**config.mk**
```make
export PLATFORM = sky130hd
export DESIGN_NAME = card_board_flat
export DESIGN_NICKNAME = d
export VERILOG_FILES = /design/src/rtl/mem_pkg.sv /design/src/rtl/card_board_if.sv /design/src/rtl/cursor_nav.sv /design/src/rtl/card_board.sv /design/src/flat_wrapper.sv
export SDC_FILE = /design/constraint.sdc
export NUM_CORES = 1
export LEC_CHECK = 0
export ABC_CLOCK_PERIOD_IN_PS = 3000
export CAP_MARGIN = 10
export CORE_MARGIN = 5
export CORE_UTILIZATION = 41
export CTS_BUF_LIST = sky130_fd_sc_hd__clkbuf_16
export CTS_CLUSTER_SIZE = 14
export DETAILED_ROUTE_END_ITERATION = 8
export PLACE_DENSITY = 0.74
export SETUP_SLACK_MARGIN = 0.15
export SYNTH_ARGS = -nofsm -noshare
export SYNTH_HDL_FRONTEND = slang
export SYNTH_SLANG_ARGS = --single-unit
```
**constraint.sdc**
```tcl
create_clock -name clk -period 3 [get_ports clk]
set_input_delay 0.3 -clock clk [delete_from_list [all_inputs] [get_ports clk]]
set_output_delay 0.3 -clock clk [all_outputs]
set_load 0.05 [all_outputs]
```
**src/rtl/mem_pkg.sv**
```systemverilog
// Shared definitions for the memory card board: layout table, FSM states,
// and the result codes exchanged with the turn/score stage.
package mem_pkg;

    localparam int NUM_POS = 16;

    // Base layout; values 0-7 each appear exactly twice. Index 0 is the LSB slot.
    localparam logic [NUM_POS-1:0][3:0] BOARD_INIT = {
        4'd7, 4'd6, 4'd5, 4'd4, 4'd3, 4'd2, 4'd1, 4'd0,
        4'd7, 4'd6, 4'd5, 4'd4, 4'd3, 4'd2, 4'd1, 4'd0
    };

    typedef enum logic [2:0] {
        ST_PICK1,
        ST_PICK2,
        ST_HOLD,
        ST_RESOLVE,
        ST_OVER
    } fsm_e;

    localparam logic [1:0] TR_NONE = 2'b00;
    localparam logic [1:0] TR_DONE = 2'b01;
    localparam logic [1:0] TR_WIN  = 2'b10;
    localparam logic [1:0] TR_TIE  = 2'b11;

    // Card value at a board position for a given layout rotation (mod 16 by width).
    function automatic logic [3:0] card_at(input logic [3:0] pos, input logic [3:0] shuf);
        logic [3:0] idx;
        idx = pos + shuf;
        return BOARD_INIT[idx];
    endfunction

endpackage

```
**src/rtl/card_board_if.sv**
```systemverilog
// Button/turn-result inputs and board display/strobe outputs of card_board.
interface card_board_if;
    logic        btn_up;
    logic        btn_down;
    logic        btn_left;
    logic        btn_right;
    logic        btn_sel;
    logic [1:0]  turn_res;
    logic        select;
    logic [3:0]  state;
    logic        empty;
    logic        player;
    logic [3:0]  cursor;
    logic [15:0] face_up;
    logic [15:0] matched;
    logic        game_over;

    // Side that drives the buttons and turn result (buttons block / testbench).
    modport master (
        output btn_up, btn_down, btn_left, btn_right, btn_sel, turn_res,
        input  select, state, empty, player, cursor, face_up, matched, game_over
    );

    // The board itself.
    modport slave (
        input  btn_up, btn_down, btn_left, btn_right, btn_sel, turn_res,
        output select, state, empty, player, cursor, face_up, matched, game_over
    );
endinterface

```
**src/rtl/cursor_nav.sv**
```systemverilog
// 4x4 cursor: row/column kept as 2-bit fields so moves wrap naturally.
module cursor_nav (
    input  logic       clk,
    input  logic       rst,
    input  logic       en_i,
    input  logic       up_i,
    input  logic       down_i,
    input  logic       left_i,
    input  logic       right_i,
    output logic [3:0] cursor_o
);

    logic [1:0] row_q, row_d;
    logic [1:0] col_q, col_d;

    // At most one move per cycle, priority up > down > left > right.
    always_comb begin
        row_d = row_q;
        col_d = col_q;
        if (en_i) begin
            if (up_i)         row_d = row_q - 2'd1;
            else if (down_i)  row_d = row_q + 2'd1;
            else if (left_i)  col_d = col_q - 2'd1;
            else if (right_i) col_d = col_q + 2'd1;
        end
    end

    // Cursor register, homes to position 0 on reset.
    always_ff @(posedge clk) begin
        if (rst) begin
            row_q <= 2'd0;
            col_q <= 2'd0;
        end else begin
            row_q <= row_d;
            col_q <= col_d;
        end
    end

    assign cursor_o = {row_q, col_q};

endmodule

```
**src/rtl/card_board.sv**
```systemverilog
// Memory-game board: cursor, two-card pick, hold, resolve and game-over control.
module card_board
    import mem_pkg::*;
#(
    parameter int HOLD_CYCLES = 50000000
) (
    input  logic         clk,
    input  logic         rst,
    input  logic [3:0]   shuffle,
    card_board_if.slave  bus
);

    localparam int             CW        = $clog2(HOLD_CYCLES + 1);
    localparam logic [CW-1:0]  HOLD_LAST = CW'(HOLD_CYCLES - 1);

    fsm_e          fsm_q, fsm_d;
    logic [3:0]    shuffle_q;
    logic          select_q, select_d;
    logic          player_q, player_d;
    logic [15:0]   face_up_q, face_up_d;
    logic [15:0]   matched_q, matched_d;
    logic          game_over_q, game_over_d;
    logic [CW-1:0] hold_q, hold_d;
    logic [3:0]    pos1_q, pos1_d;
    logic [3:0]    pos2_q, pos2_d;
    logic [3:0]    last_q, last_d;

    logic [3:0]    cursor;
    logic          empty;
    logic          pick;
    logic          force_over;

    cursor_nav u_nav (
        .clk      (clk),
        .rst      (rst),
        .en_i     (fsm_q != ST_OVER),
        .up_i     (bus.btn_up),
        .down_i   (bus.btn_down),
        .left_i   (bus.btn_left),
        .right_i  (bus.btn_right),
        .cursor_o (cursor)
    );

    assign empty = ~(face_up_q[cursor] | matched_q[cursor]);
    assign pick  = bus.btn_sel & empty;

    // Decode the turn/score stage result: winner or tie ends the game.
    always_comb begin
        force_over = 1'b0;
        case (bus.turn_res)
            TR_WIN, TR_TIE:   force_over = 1'b1;
            TR_NONE, TR_DONE: force_over = 1'b0;
            default:          force_over = 1'b0;
        endcase
    end

    // Next-state logic for the pick/hold/resolve sequence and board flags.
    always_comb begin
        fsm_d     = fsm_q;
        select_d  = 1'b0;
        player_d  = player_q;
        face_up_d = face_up_q;
        matched_d = matched_q;
        hold_d    = hold_q;
        pos1_d    = pos1_q;
        pos2_d    = pos2_q;
        last_d    = last_q;
        if (force_over) begin
            fsm_d = ST_OVER;
        end else begin
            case (fsm_q)
                ST_PICK1: if (pick) begin
                    select_d          = 1'b1;
                    face_up_d[cursor] = 1'b1;
                    pos1_d            = cursor;
                    last_d            = cursor;
                    fsm_d             = ST_PICK2;
                end
                ST_PICK2: if (pick) begin
                    select_d          = 1'b1;
                    face_up_d[cursor] = 1'b1;
                    pos2_d            = cursor;
                    last_d            = cursor;
                    hold_d            = '0;
                    fsm_d             = ST_HOLD;
                end
                ST_HOLD: begin
                    // Saturating count: leaves on the last hold cycle, never wraps.
                    if (hold_q >= HOLD_LAST) fsm_d = ST_RESOLVE;
                    else                     hold_d = hold_q + CW'(1);
                end
                ST_RESOLVE: begin
                    face_up_d[pos1_q] = 1'b0;
                    face_up_d[pos2_q] = 1'b0;
                    if (card_at(pos1_q, shuffle_q) == card_at(pos2_q, shuffle_q)) begin
                        matched_d[pos1_q] = 1'b1;
                        matched_d[pos2_q] = 1'b1;
                    end else begin
                        player_d = ~player_q;
                    end
                    fsm_d = (&matched_d) ? ST_OVER : ST_PICK1;
                end
                ST_OVER: fsm_d = ST_OVER;
                default: fsm_d = ST_PICK1;
            endcase
        end
        game_over_d = (fsm_d == ST_OVER);
    end

    // State registers; reset abandons any turn in progress and latches the layout.
    always_ff @(posedge clk) begin
        if (rst) begin
            fsm_q       <= ST_PICK1;
            shuffle_q   <= shuffle;
            select_q    <= 1'b0;
            player_q    <= 1'b0;
            face_up_q   <= '0;
            matched_q   <= '0;
            game_over_q <= 1'b0;
            hold_q      <= '0;
            pos1_q      <= '0;
            pos2_q      <= '0;
            last_q      <= '0;
        end else begin
            fsm_q       <= fsm_d;
            select_q    <= select_d;
            player_q    <= player_d;
            face_up_q   <= face_up_d;
            matched_q   <= matched_d;
            game_over_q <= game_over_d;
            hold_q      <= hold_d;
            pos1_q      <= pos1_d;
            pos2_q      <= pos2_d;
            last_q      <= last_d;
        end
    end

    // While select is high, state reports the card just picked, so it stays
    // correct even if the cursor moved on the same edge as the pick.
    assign bus.state     = card_at(select_q ? last_q : cursor, shuffle_q);
    assign bus.select    = select_q;
    assign bus.empty     = empty;
    assign bus.player    = player_q;
    assign bus.cursor    = cursor;
    assign bus.face_up   = face_up_q;
    assign bus.matched   = matched_q;
    assign bus.game_over = game_over_q;

endmodule

```
**src/flat_wrapper.sv**
```systemverilog
// flat-port wrapper written by rule: the top's interface ports become plain ports
module card_board_flat import mem_pkg::*;
#(
    parameter int HOLD_CYCLES = 50000000
)
  (clk, rst, shuffle, bus_btn_up, bus_btn_down, bus_btn_left, bus_btn_right, bus_btn_sel, bus_turn_res, bus_select, bus_state, bus_empty, bus_player, bus_cursor, bus_face_up, bus_matched, bus_game_over);
  card_board_if bus_i ();
  input  logic clk;
  input  logic rst;
  input  logic [3:0] shuffle;
  input wire logic [$bits(bus_i.btn_up)-1:0] bus_btn_up;
  input wire logic [$bits(bus_i.btn_down)-1:0] bus_btn_down;
  input wire logic [$bits(bus_i.btn_left)-1:0] bus_btn_left;
  input wire logic [$bits(bus_i.btn_right)-1:0] bus_btn_right;
  input wire logic [$bits(bus_i.btn_sel)-1:0] bus_btn_sel;
  input wire logic [$bits(bus_i.turn_res)-1:0] bus_turn_res;
  output wire logic [$bits(bus_i.select)-1:0] bus_select;
  output wire logic [$bits(bus_i.state)-1:0] bus_state;
  output wire logic [$bits(bus_i.empty)-1:0] bus_empty;
  output wire logic [$bits(bus_i.player)-1:0] bus_player;
  output wire logic [$bits(bus_i.cursor)-1:0] bus_cursor;
  output wire logic [$bits(bus_i.face_up)-1:0] bus_face_up;
  output wire logic [$bits(bus_i.matched)-1:0] bus_matched;
  output wire logic [$bits(bus_i.game_over)-1:0] bus_game_over;
  assign bus_i.btn_up = bus_btn_up;
  assign bus_i.btn_down = bus_btn_down;
  assign bus_i.btn_left = bus_btn_left;
  assign bus_i.btn_right = bus_btn_right;
  assign bus_i.btn_sel = bus_btn_sel;
  assign bus_i.turn_res = bus_turn_res;
  assign bus_select = bus_i.select;
  assign bus_state = bus_i.state;
  assign bus_empty = bus_i.empty;
  assign bus_player = bus_i.player;
  assign bus_cursor = bus_i.cursor;
  assign bus_face_up = bus_i.face_up;
  assign bus_matched = bus_i.matched;
  assign bus_game_over = bus_i.game_over;
  card_board #(.HOLD_CYCLES(HOLD_CYCLES)) u_core (.clk(clk), .rst(rst), .shuffle(shuffle), .bus(bus_i));
endmodule
```
== Word-level counts from Yosys, hierarchy flattened ==
Memories as Yosys holds them, arrays and structs flattened.
Index checks and enable logic that the tools add are counted.
Operators by class
  equal/unequal tests: 13
  add/sub/neg operators: 8
  muxes and demuxes: 34
  reduce and logical (&&, ||, !) cells: 23
  magnitude comparators: 10
  bitwise gates (word level): 16
Operator list (number)
  2-to-1 mux 16 bit: 4
  2-to-1 mux 26 bit: 2
  case mux 26 bit (2 select lines): 1
  bitwise OR 16 bit: 3
  bitwise AND 16 bit: 2
  NOT 16 bit: 2
  case mux 16 bit (2 select lines): 1
  less-than comparator 4 x 5 -> 1 bit (second input constant): 6
  adder 26 x 1 -> 26 bit (second input constant): 1
  >= comparator 26 bit (second input constant): 1
  2-to-1 mux 4 bit: 4
  AND reduction 16 bit: 1
  2-to-1 mux 3 bit: 5
  case mux 3 bit (5 select lines): 1
  AND reduction 3 bit: 5
  adder 4 bit: 3
  demux 1 bit (select 4 bit): 3
  >= comparator 4 x 1 -> 1 bit (second input constant): 3
  binary-select mux 1 bit (select 4 bit): 2
  2-to-1 mux 2 bit: 4
  AND reduction 4 bit: 2
  nonzero test 2 bit: 4
  NOT 1 bit: 7
  == test 3 x 2 -> 1 bit (second input constant): 2
  20 further kinds: 35
Storage, ports and cells
  output and inout port bits: 44
  memories: 3
  register bits: 84
  bits in read-only memories: 192
Memories
  (name not given): words 16, bits a word 4, rd ports 1, clocked after memory_dff 0, write ports 0, line mem_pkg.sv:30  | return BOARD_INIT[idx];
  (name not given): words 16, bits a word 4, rd ports 1, clocked after memory_dff 0, write ports 0, line mem_pkg.sv:30
  (name not given): words 16, bits a word 4, rd ports 1, clocked after memory_dff 0, write ports 0, line mem_pkg.sv:30

== Logic depth before layout (Yosys ltp) ==
Gate-level depths: netlist of the first run.
  depth in word-level cells: 14
  mapped depth: 11

== By module ==
From an unflattened synthesis of the first run, not the netlist that was laid out.
Unflattened totals
  cell total of the unflattened synthesis: 534
  area total of the unflattened synthesis: 4593.2 sq um
Modules (own cells, without submodules)
  card_board: seq. area each 1591.5 sq um, area each 4393.0 sq um, times used 1, cells an instance 512
  cursor_nav: seq. area each 80.1 sq um, area each 200.2 sq um, times used 1, cells an instance 22

== Least setup slack after synthesis of the first run ==
Ideal clock, no wire load.
  path kind: reg-to-output
  start point: register u_core.u_nav.col_q[0]
  end point: output bus_state[2]
  data arrival time: 2705 ps
  slack: -5 ps
  cell stages (with the launch flop): 9
  required time: 2700 ps
  path through: dfxtp_1 -> buf_6 -> buf_2 -> mux2_2 -> ha_1 -> inv_1 -> fa_1 -> xnor2_1 -> xnor2_1
Between the ends
  cells in the longest elaborated chain, start to end: 4
RTL lines
  start, declared: line cursor_nav.sv:14  | logic [1:0] col_q, col_d;
  start signal, assigned: line cursor_nav.sv:35  | col_q <= col_d;
  2-to-1 mux 4 bit: line card_board.sv:140  | assign bus.state = card_at(select_q ? last_q : cursor, shuffle_q);
  adder 4 bit: line mem_pkg.sv:29  | idx = pos + shuf;
  memory read (16 x 4 bit)
  2-to-1 mux 4 bit (implied by the code): line mem_pkg.sv:30
  end, declared: line flat_wrapper.sv:18  | output wire logic [$bits(bus_i.state)-1:0] bus_state;
No other way between the ends. The select of a mux whose other input is x is not followed.

== Worst setup path in the final report of the first run ==
  start point: register u_core.pos1_q[0]
  end point: register u_core.game_over_q, in the netlist u_core.bus.game_over
Between the ends
  cells in the longest elaborated chain, start to end: 14
  elaborated cells on any way between the ends: 19
  classes of those cells: add/sub (1); order compare (2); eq/ne (2); mux (9); bitwise (2); reduce/logical (2); memory (1)
RTL lines
  start, declared: line card_board.sv:24  | logic [3:0] pos1_q, pos1_d;
  start signal, assigned: line card_board.sv:132  | pos1_q <= pos1_d;
  parallel branches: the longest is 6 deep, another holds adder 4 bit
  2-to-1 mux 16 bit (*): line card_board.sv:95  | if (card_at(pos1_q, shuffle_q) == card_at(pos2_q, shuffle_q)) begin
  2-to-1 mux 16 bit (*): line card_board.sv:71  | case (fsm_q)
  2-to-1 mux 16 bit (*): line card_board.sv:68  | if (force_over) begin
  AND reduction 16 bit (*): line card_board.sv:101  | fsm_d = (&matched_d) ? ST_OVER : ST_PICK1;
  2-to-1 mux 3 bit (*): line card_board.sv:101
  case mux 3 bit (5 select lines) (*): line card_board.sv:71
  2-to-1 mux 3 bit (*): line card_board.sv:68
  == test 3 bit (*): line card_board.sv:107  | game_over_d = (fsm_d == ST_OVER);
  end signal, assigned: line card_board.sv:130  | game_over_q <= game_over_d;
  end, declared: line card_board.sv:22  | logic game_over_q, game_over_d;
Every way passes the cells marked *. The select of a mux whose other input is x is not followed.
A chain may end at the register's enable or synchronous reset.

==> reports/qor.yml, run 1 <==
status: "finished clean"
numCtsBuffers: 9
synthArstFlopShare: 0
fin_worst_skew_ns: 0.00865
worst_slew_pin_slew_ns: 0.725
cp.required_ns: 3.24
area_delta_synth_final_pct: 24.5
netlist_top_cells_area: "dfxtp_1 (38%), a21oi_1 (9.0%), nor2_1 (4.2%)"
drcViolationCount: 0
fin_crit_sh: 0.906
antenna_found_initial: 0
synth_nets: 520
cap_violations: 0
yosysMostFrequentCell: "dfxtp_1"
crit_type: "reg -> reg"
crit_slowest_cell: "dfxtp_1"
post_cts_buffers: 0
crit_arrival_ns: 2.96
cts_max_path_buffers: 2
power_leakage_nw: 1.72
p_per_area_nw_per_um2: 497
clk_pin_slew_worst_paths_ns: 0.06
die_x_um: 110
gp_congestion: 0.908
timing.final.crit_period_ns: 2.72
drtPass1Iterations: 5
grt_pass1_vias: 3842
slowest_delay_ns: 0.44
synth.distinct_cells: 57
crit_path_start_kind: "flip-flop"
grt_max_degree: 51
yosys.area.top_type_share: 0.382
cts.sinks: 82
first_iter_violations: 339
setup_viol: 0
cts_root_buf: "clkbuf_16"
die-area_um2: 12200
syn_inst: 500
synthTopCellsByCount: "dfxtp_1 (79), a21oi_1 (74), nor2_1 (46)"
drt_wl_total_mm: 11.7
routed-wl-met2_mm: 6.12
hold_viol_final: 0
ant_nets: 0
power_switching_uw: 677
io_pins: 57
max_freq_mhz: 368
fin_nets: 570
synth-seq-cells: 82
grt_pass1_wl_mm: 19.7
rsz0062_at_grt: "no"
p_sw_frac: 0.264
synth-seq-area-share: 0.404
num_antenna_cells: 0
pwr-share-seq: 0.446
end_kind: "flip-flop"
pwr-share-comb: 0.137
power.total_mw: 2.56
clk_latency_ns: 0.34
hp-class: "in -> reg"
io_buffers: 53
met1_length_mm: 4.80
grt_usage: 0.193
yosys.area.top_type: "dfxtp_1"
drt-wirelength-per-cell_um: 17.0
hold_ws_ns: 0.451
vias: 4011
path_delay_family: "simple AND/OR/NAND/NOR gates"
slew-limit-headroom: 0.515
dp_slack_ns: 0.273
fp.dieH_um: 110
placedCellCount: 672
tritoncts: "yes"
ir_worst_vdd_mv: 0.231
slew_violations: 0
synth-edff-count: 3
rows: 36
drive_gt1_frac: 0.0901
initial_core_util: 0.421
tns_ns: 0
wl_met3_um: 680
syn_avg_cell_area_um2: 8.28
core_um2: 9820
routed.top_layer: "met4"
dpl.hpwl_mm: 8.62
clkPwrFrac: 0.417
yosys_warnings: 0
path_max_fanout: 18
p_int_mw: 1.89
synth-main-ff-cell: "dfxtp_1"
fin_ws_ns: 0.282
critPathBufInv: 2
grt-ovfl-total: 0
vias_per_cell: 5.83
final_cells: 688
path_cells: "ha_1 -> inv_1 -> fa_1 -> xor2_1 -> xnor2_1 -> nor3_2 -> buf_6 -> a21oi_1 -> nor4_1 -> nand3_1 -> o22ai_1"
synth_area_um2: 4140
cts_max_level: 3
==> state kept, by name (all words and copies together), names as in the netlist <==
| signal | cells |
|---|---|
| u_core.pos2_q | 4 |
| u_core.fsm_q | 3 |
| u_core.bus.player | 1 |
| u_core.bus.matched | 16 |
| u_core.bus.game_over | 1 |
| u_core.shuffle_q | 3 |
| u_core.bus.face_up | 16 |
| u_core.u_nav.col_q | 2 |
| u_core.u_nav.row_q | 2 |
| u_core.bus.select | 1 |
| u_core.pos1_q | 4 |
| u_core.hold_q | 26 |
| u_core.last_q | 3 |
==> stage by stage <==
step                 util  cell area [um2]
global route        0.525             5150
CTS                 0.524             5140
global placement    0.495             4860
finish              0.525             5150
detailed placement  0.495             4860
floorplan               -             4150
==> power groups by stage <==
stage / Sequential [mW] / Clock [mW] / Combinational, mW
final: 1.14 / 1.07 / 0.350
after floorplan: 1.18 / 0 / 0.202
after CTS: 1.14 / 1.09 / 0.349
after global placement: 1.17 / 0 / 0.342
after detailed placement: 1.17 / 0 / 0.348
after global routing: 1.15 / 1.13 / 0.375
==> final timing paths <==
check	from	to	slack, ns	depth (start not counted)
max	u_core.pos1_q[0]$_SDFFE_PP0P_	u_core.bus.game_over$_SDFF_PP0_	0.28	11
min	rst	u_core.pos2_q[1]$_SDFFE_PP0P_	0.45	2
max reg2reg	u_core.pos1_q[0]$_SDFFE_PP0P_	u_core.bus.game_over$_SDFF_PP0_	0.28	11
min reg2reg	u_core.hold_q[22]$_SDFFE_PP0P_	u_core.hold_q[22]$_SDFFE_PP0P_	0.49	2
==> per-layer routing <==
layer | global-route usage | vias up
li1 | - | 1957
met1 | 0.234 | 1930
met2 | 0.341 | 112
met3 | 0.0460 | 12
met4 | 0.0517 | 0
met5 | 0 | -
==> logic make-up after synthesis <==
family / count (synthesis) / synth area share
AOI/OAI and AO/OA: 158 / 0.224
xor gates and xnor gates: 12 / 0.0254
adders and majority gates: 7 / 0.0266
buffers and inverters: 42 / 0.0472
DFF: 82 / 0.404
muxes: 9 / 0.0221
other: 1 / 0.000906
and+or+nand+nor: 189 / 0.249
==> worst register-to-register path: cells and delay by family, from the launching register on <==
kind	cells	cell delay (ns)
xor+xnor	2	0.32
flops	1	0.44
simple gates	3	0.72
fa+ha+maj	2	0.57
compound gates	2	0.31
buf+inv	2	0.26
==> cell usage in the layout (no fill, tap or decap), drive strengths merged, types with 10 or more instances in the layout <==
cell,Yosys,layout
nand4,13,13
o21ai,25,25
nor2,46,46
a211oi,15,15
nand3,11,11
nand2,25,25
buf,12,24
nand2b,10,10
clkdlybuf4s50,0,49
o22ai,18,18
or3,22,22
a21oi,75,75
dfxtp,79,79
==> layout make-up <==
| type | instances | area (um2) |
|---|---|---|
| Clock inverter | 7 | 58.8 |
| Multi-Input combinational cell | 376 | 2290 |
| Sequential cell | 82 | 1670 |
| Fill cell | 983 | 4670 |
| Clock buffer | 9 | 225 |
| Inverter | 8 | 30.0 |
| Timing Repair Buffer | 73 | 709 |
| Tap cell | 133 | 166 |
==> repair_timing <==
action / CTS / global route
hold buffers: 0 / 0
setup endpoints to repair: 0 / 8
endpoints found under the hold margin: 0 / 0
gates resized for setup: 0 / 4
Note: power is estimated with default switching activity, not from simulation.
==> run 2: changes to the inputs <==
--- a/config.mk
+++ b/config.mk
@@ -6,7 +6,7 @@
 export NUM_CORES = 1
 export LEC_CHECK = 0
 export ABC_CLOCK_PERIOD_IN_PS = 3000
-export CAP_MARGIN = 10
+export CAP_MARGIN = 20
 export CORE_MARGIN = 5
 export CORE_UTILIZATION = 41
 export CTS_BUF_LIST = sky130_fd_sc_hd__clkbuf_16
==> results of run 2 <==
Final layout, timing and power as in run 1 (identical DEF).
==> run 3: changes to the inputs <==
--- a/config.mk
+++ b/config.mk
@@ -5,12 +5,11 @@
 export SDC_FILE = /design/constraint.sdc
 export NUM_CORES = 1
 export LEC_CHECK = 0
-export ABC_CLOCK_PERIOD_IN_PS = 3000
+export ABC_CLOCK_PERIOD_IN_PS = 2550
 export CAP_MARGIN = 20
 export CORE_MARGIN = 5
 export CORE_UTILIZATION = 41
 export CTS_BUF_LIST = sky130_fd_sc_hd__clkbuf_16
-export CTS_CLUSTER_SIZE = 14
 export DETAILED_ROUTE_END_ITERATION = 8
 export PLACE_DENSITY = 0.74
 export SETUP_SLACK_MARGIN = 0.15
==> constraint.sdc (replaced) <==
create_clock -name clk -period 2.55 [get_ports clk]
set_input_delay 0.255 -clock clk [delete_from_list [all_inputs] [get_ports clk]]
set_output_delay 0.255 -clock clk [all_outputs]
set_load 0.05 [all_outputs]
==> run 3 against run 2 <==
Effect of this change:
- the flow now finishes with violations (negative setup slack)
- sequential share of layout area fell by 4.3 points
- combinational power increased by 55%
- highest routed layer unchanged
- flip-flop and latch count stayed put
- critical path type unchanged
- final cell count up 5.8%
- non-clock buffer count rose by 40
- largest power group unchanged
- final area is 17% higher
==> reports/qor.yml, run 3 (synthesized netlist as in run 1, its figures left out) <==
worstHoldPathCells: 2  # unchanged
worst_slew_pin_slew_ns: 0.681  # was 0.725 ns
path_cells: "ha_2 -> inv_1 -> fa_1 -> xor2_1 -> nor3_2 -> buf_12 -> a21oi_1 -> nor4_1 -> nand3_1 -> o22ai_1"  # was ha_1 -> inv_1 -> fa_1 -> xor2_1 -> xnor2_1 -> nor3_2 -> buf_6 -> a21oi_1 -> nor4_1 -> nand3_1 -> o22ai_1
num_antenna_cells: 0  # unchanged
first_iter_violations: 399  # was 339
die_x_um: 110  # unchanged
reg2reg_depth: 10  # was 11
initial_core_util: 0.421  # unchanged
hp-class: "in -> reg"  # unchanged
cts_max_path_buffers: 2  # unchanged
layout_common_cells: "dfxtp_1 (65), a21oi_1 (56), clkdlybuf4s50_1 (48)"  # was dfxtp_1 (78), a21oi_1 (74), clkdlybuf4s50_1 (49)
dpl.hpwl_mm: 8.35  # was 8.62 mm
grt_usage: 0.188  # was 0.193
timing.final.crit_period_ns: 2.62  # was 2.72 ns
cts_max_level: 3  # unchanged
clk_pin_slew_worst_paths_ns: 0.06  # about the same
p_int_mw: 2.27  # was 1.89 mW
crit_path_start_kind: "flip-flop"  # unchanged
area_delta_synth_final_pct: 46.0  # was 24.5%
cp.depth: 10  # was 11
pwr-share-seq: 0.422  # was 0.446
cts_root_buf: "clkbuf_16"  # unchanged
end_kind: "flip-flop"  # unchanged
slew-limit-headroom: 0.546  # was 0.515
crit_arrival_ns: 2.87  # was 2.96 ns
rsz0062_at_grt: "yes"  # was no
io_pins: 57  # unchanged
vias: 4475  # was 4,011
io_buffers: 53  # unchanged
numCtsBuffers: 9  # unchanged
setup_viol: 5  # was 0
crit_type: "reg -> reg"  # unchanged
power_switching_uw: 908  # was 677 uW
clkPwrFrac: 0.407  # was 0.417
ir_worst_vdd_mv: 0.297  # was 0.231 mV
grt_pass1_vias: 4007  # was 3,842
cp.required_ns: 2.81  # was 3.24 ns
clk_latency_ns: 0.35  # was 0.34 ns
fin_util: 0.615  # was 0.525
grt-ovfl-total: 0  # unchanged
regMostFlops: "u_core.hold_q"  # unchanged
p_sw_frac: 0.285  # was 0.264
drt_wl_total_mm: 14.4  # was 11.7 mm
antenna_found_initial: 0  # unchanged
gp_congestion: 0.940  # was 0.908
fin_nets: 610  # was 570
max_freq_mhz: 382  # was 368 MHz
dp_slack_ns: 0.0561  # was 0.273 ns
drcViolationCount: 0  # unchanged
grt_pass1_wl_mm: 19.3  # was 19.7 mm
slowest_delay_ns: 0.44  # about the same
core_um2: 9820  # unchanged
cts.sinks: 82  # unchanged
drtPass1Iterations: 6  # was 5
drive_gt1_frac: 0.279  # was 0.0901
fin_crit_sh: 1.03  # was 0.906
final_common_cell: "dfxtp_1"  # unchanged
critPathBufInv: 2  # unchanged
drt-wirelength-per-cell_um: 19.8  # was 17.0 um
grt_max_degree: 51  # unchanged
fin_ws_ns: -0.0661  # was 0.282 ns
hold_ws_ns: 0.436  # was 0.451 ns
tritoncts: "yes"  # unchanged
violations: "negative setup slack"
rows: 36  # unchanged
fp.dieH_um: 110  # unchanged
p_per_area_nw_per_um2: 527  # was 497 nW/um2
die-area_um2: 12200  # unchanged
cts-hold-fix-buffers: 0  # unchanged
hold_viol_final: 0  # unchanged
status: "complete, but fails checks"  # was finished clean
fin_worst_skew_ns: 0.0159  # was 0.00865 ns
crit_slowest_cell: "edfxtp_1"  # was dfxtp_1
path_delay_family: "simple AND/OR/NAND/NOR gates"  # unchanged
largest_reg_flops: 26  # unchanged
tns_ns: -0.199  # was 0 ns
ant_nets: 0  # unchanged
slew_violations: 0  # unchanged
path_max_fanout: 17  # was 18
cap_violations: 0  # unchanged
power_leakage_nw: 2.04  # was 1.72 nW
pwr-share-comb: 0.171  # was 0.137
vias_per_cell: 6.15  # was 5.83
[run 3: changes by cell type in the layout (fill, tap and decap cells not counted), sizes merged, moves of 2 or more]
cell,before,now
buf,24,61
clkbuf,9,13
clkinv,5,1
clkinvlp,0,2
inv,9,11
[run 3: cell type report]
cell class | count | area, um2
Clock inverter | 6 | 46.3
Timing Repair Buffer | 113 | 1170
Sequential cell | 82 | 1700
Clock buffer | 10 | 250
Fill cell | 802 | 3780
Tap cell | 133 | 166
Inverter | 8 | 30.0
Multi-Input combinational cell | 376 | 2680
[run 3: path summary, 6_finish.rpt]
kind	start	slack [ns]	end
setup reg to reg	u_core.shuffle_q[0]$_DFFE_PP_	-0.07	u_core.bus.game_over$_SDFF_PP0_
hold / removal	rst	0.44	u_core.last_q[2]$_SDFFE_PP0P_
hold reg to reg	u_core.hold_q[6]$_SDFFE_PP0P_	0.49	u_core.hold_q[6]$_SDFFE_PP0P_
setup / recovery	u_core.shuffle_q[0]$_DFFE_PP_	-0.07	u_core.bus.game_over$_SDFF_PP0_
[run 3: repair_timing]
| item | in CTS | in global routing |
|---|---|---|
| endpoints found under the setup margin | 7 | 50 |
| gates cloned | 0 | 6 |
| setup buffers | 9 | 18 |
| pin swaps | 2 | 54 |
| resized for setup | 9 | 102 |
[run 3: metrics by stage]
step                      cells  power [mW]  instance area [um2]
after floorplan             500        1.65                 4220
after global routing        728        3.27                 6040
final                       728        3.18                 6040
after global placement      679        1.79                 4980
after CTS                   704        3.10                 5400
after detailed placement    679        1.80                 4980
[run 3: metal layers]
metal | vias up | wire [um] | share of wire | global-route usage
met1 | 2074 | 5070 | 0.35 | 0.216
met5 | - | 0 | 0 | 0
li1 | 2039 | - | - | -
met4 | 0 | 821 | 0.057 | 0.0928
met2 | 273 | 7350 | 0.51 | 0.331
met3 | 89 | 1180 | 0.082 | 0.0405
[run 3: power groups by stage]
stage,sequential (mW),combinational (mW),clock [mW]
2_1_floorplan,1.39,0.254,0
3_3_place_gp,1.37,0.420,0
3_5_place_dp,1.37,0.427,0
4_1_cts,1.34,0.459,1.30
5_1_grt,1.35,0.567,1.36
6_report,1.34,0.543,1.29
[run 3: worst reg2reg max path: stages, from the launching register on]
cell and delay (ns):
edfxtp_1 0.44, ha_2 0.20, inv_1 0.06, fa_1 0.41
xor2_1 0.18, nor3_2 0.25, buf_12 0.19, a21oi_1 0.08
nor4_1 0.34, nand3_1 0.23, o22ai_1 0.17
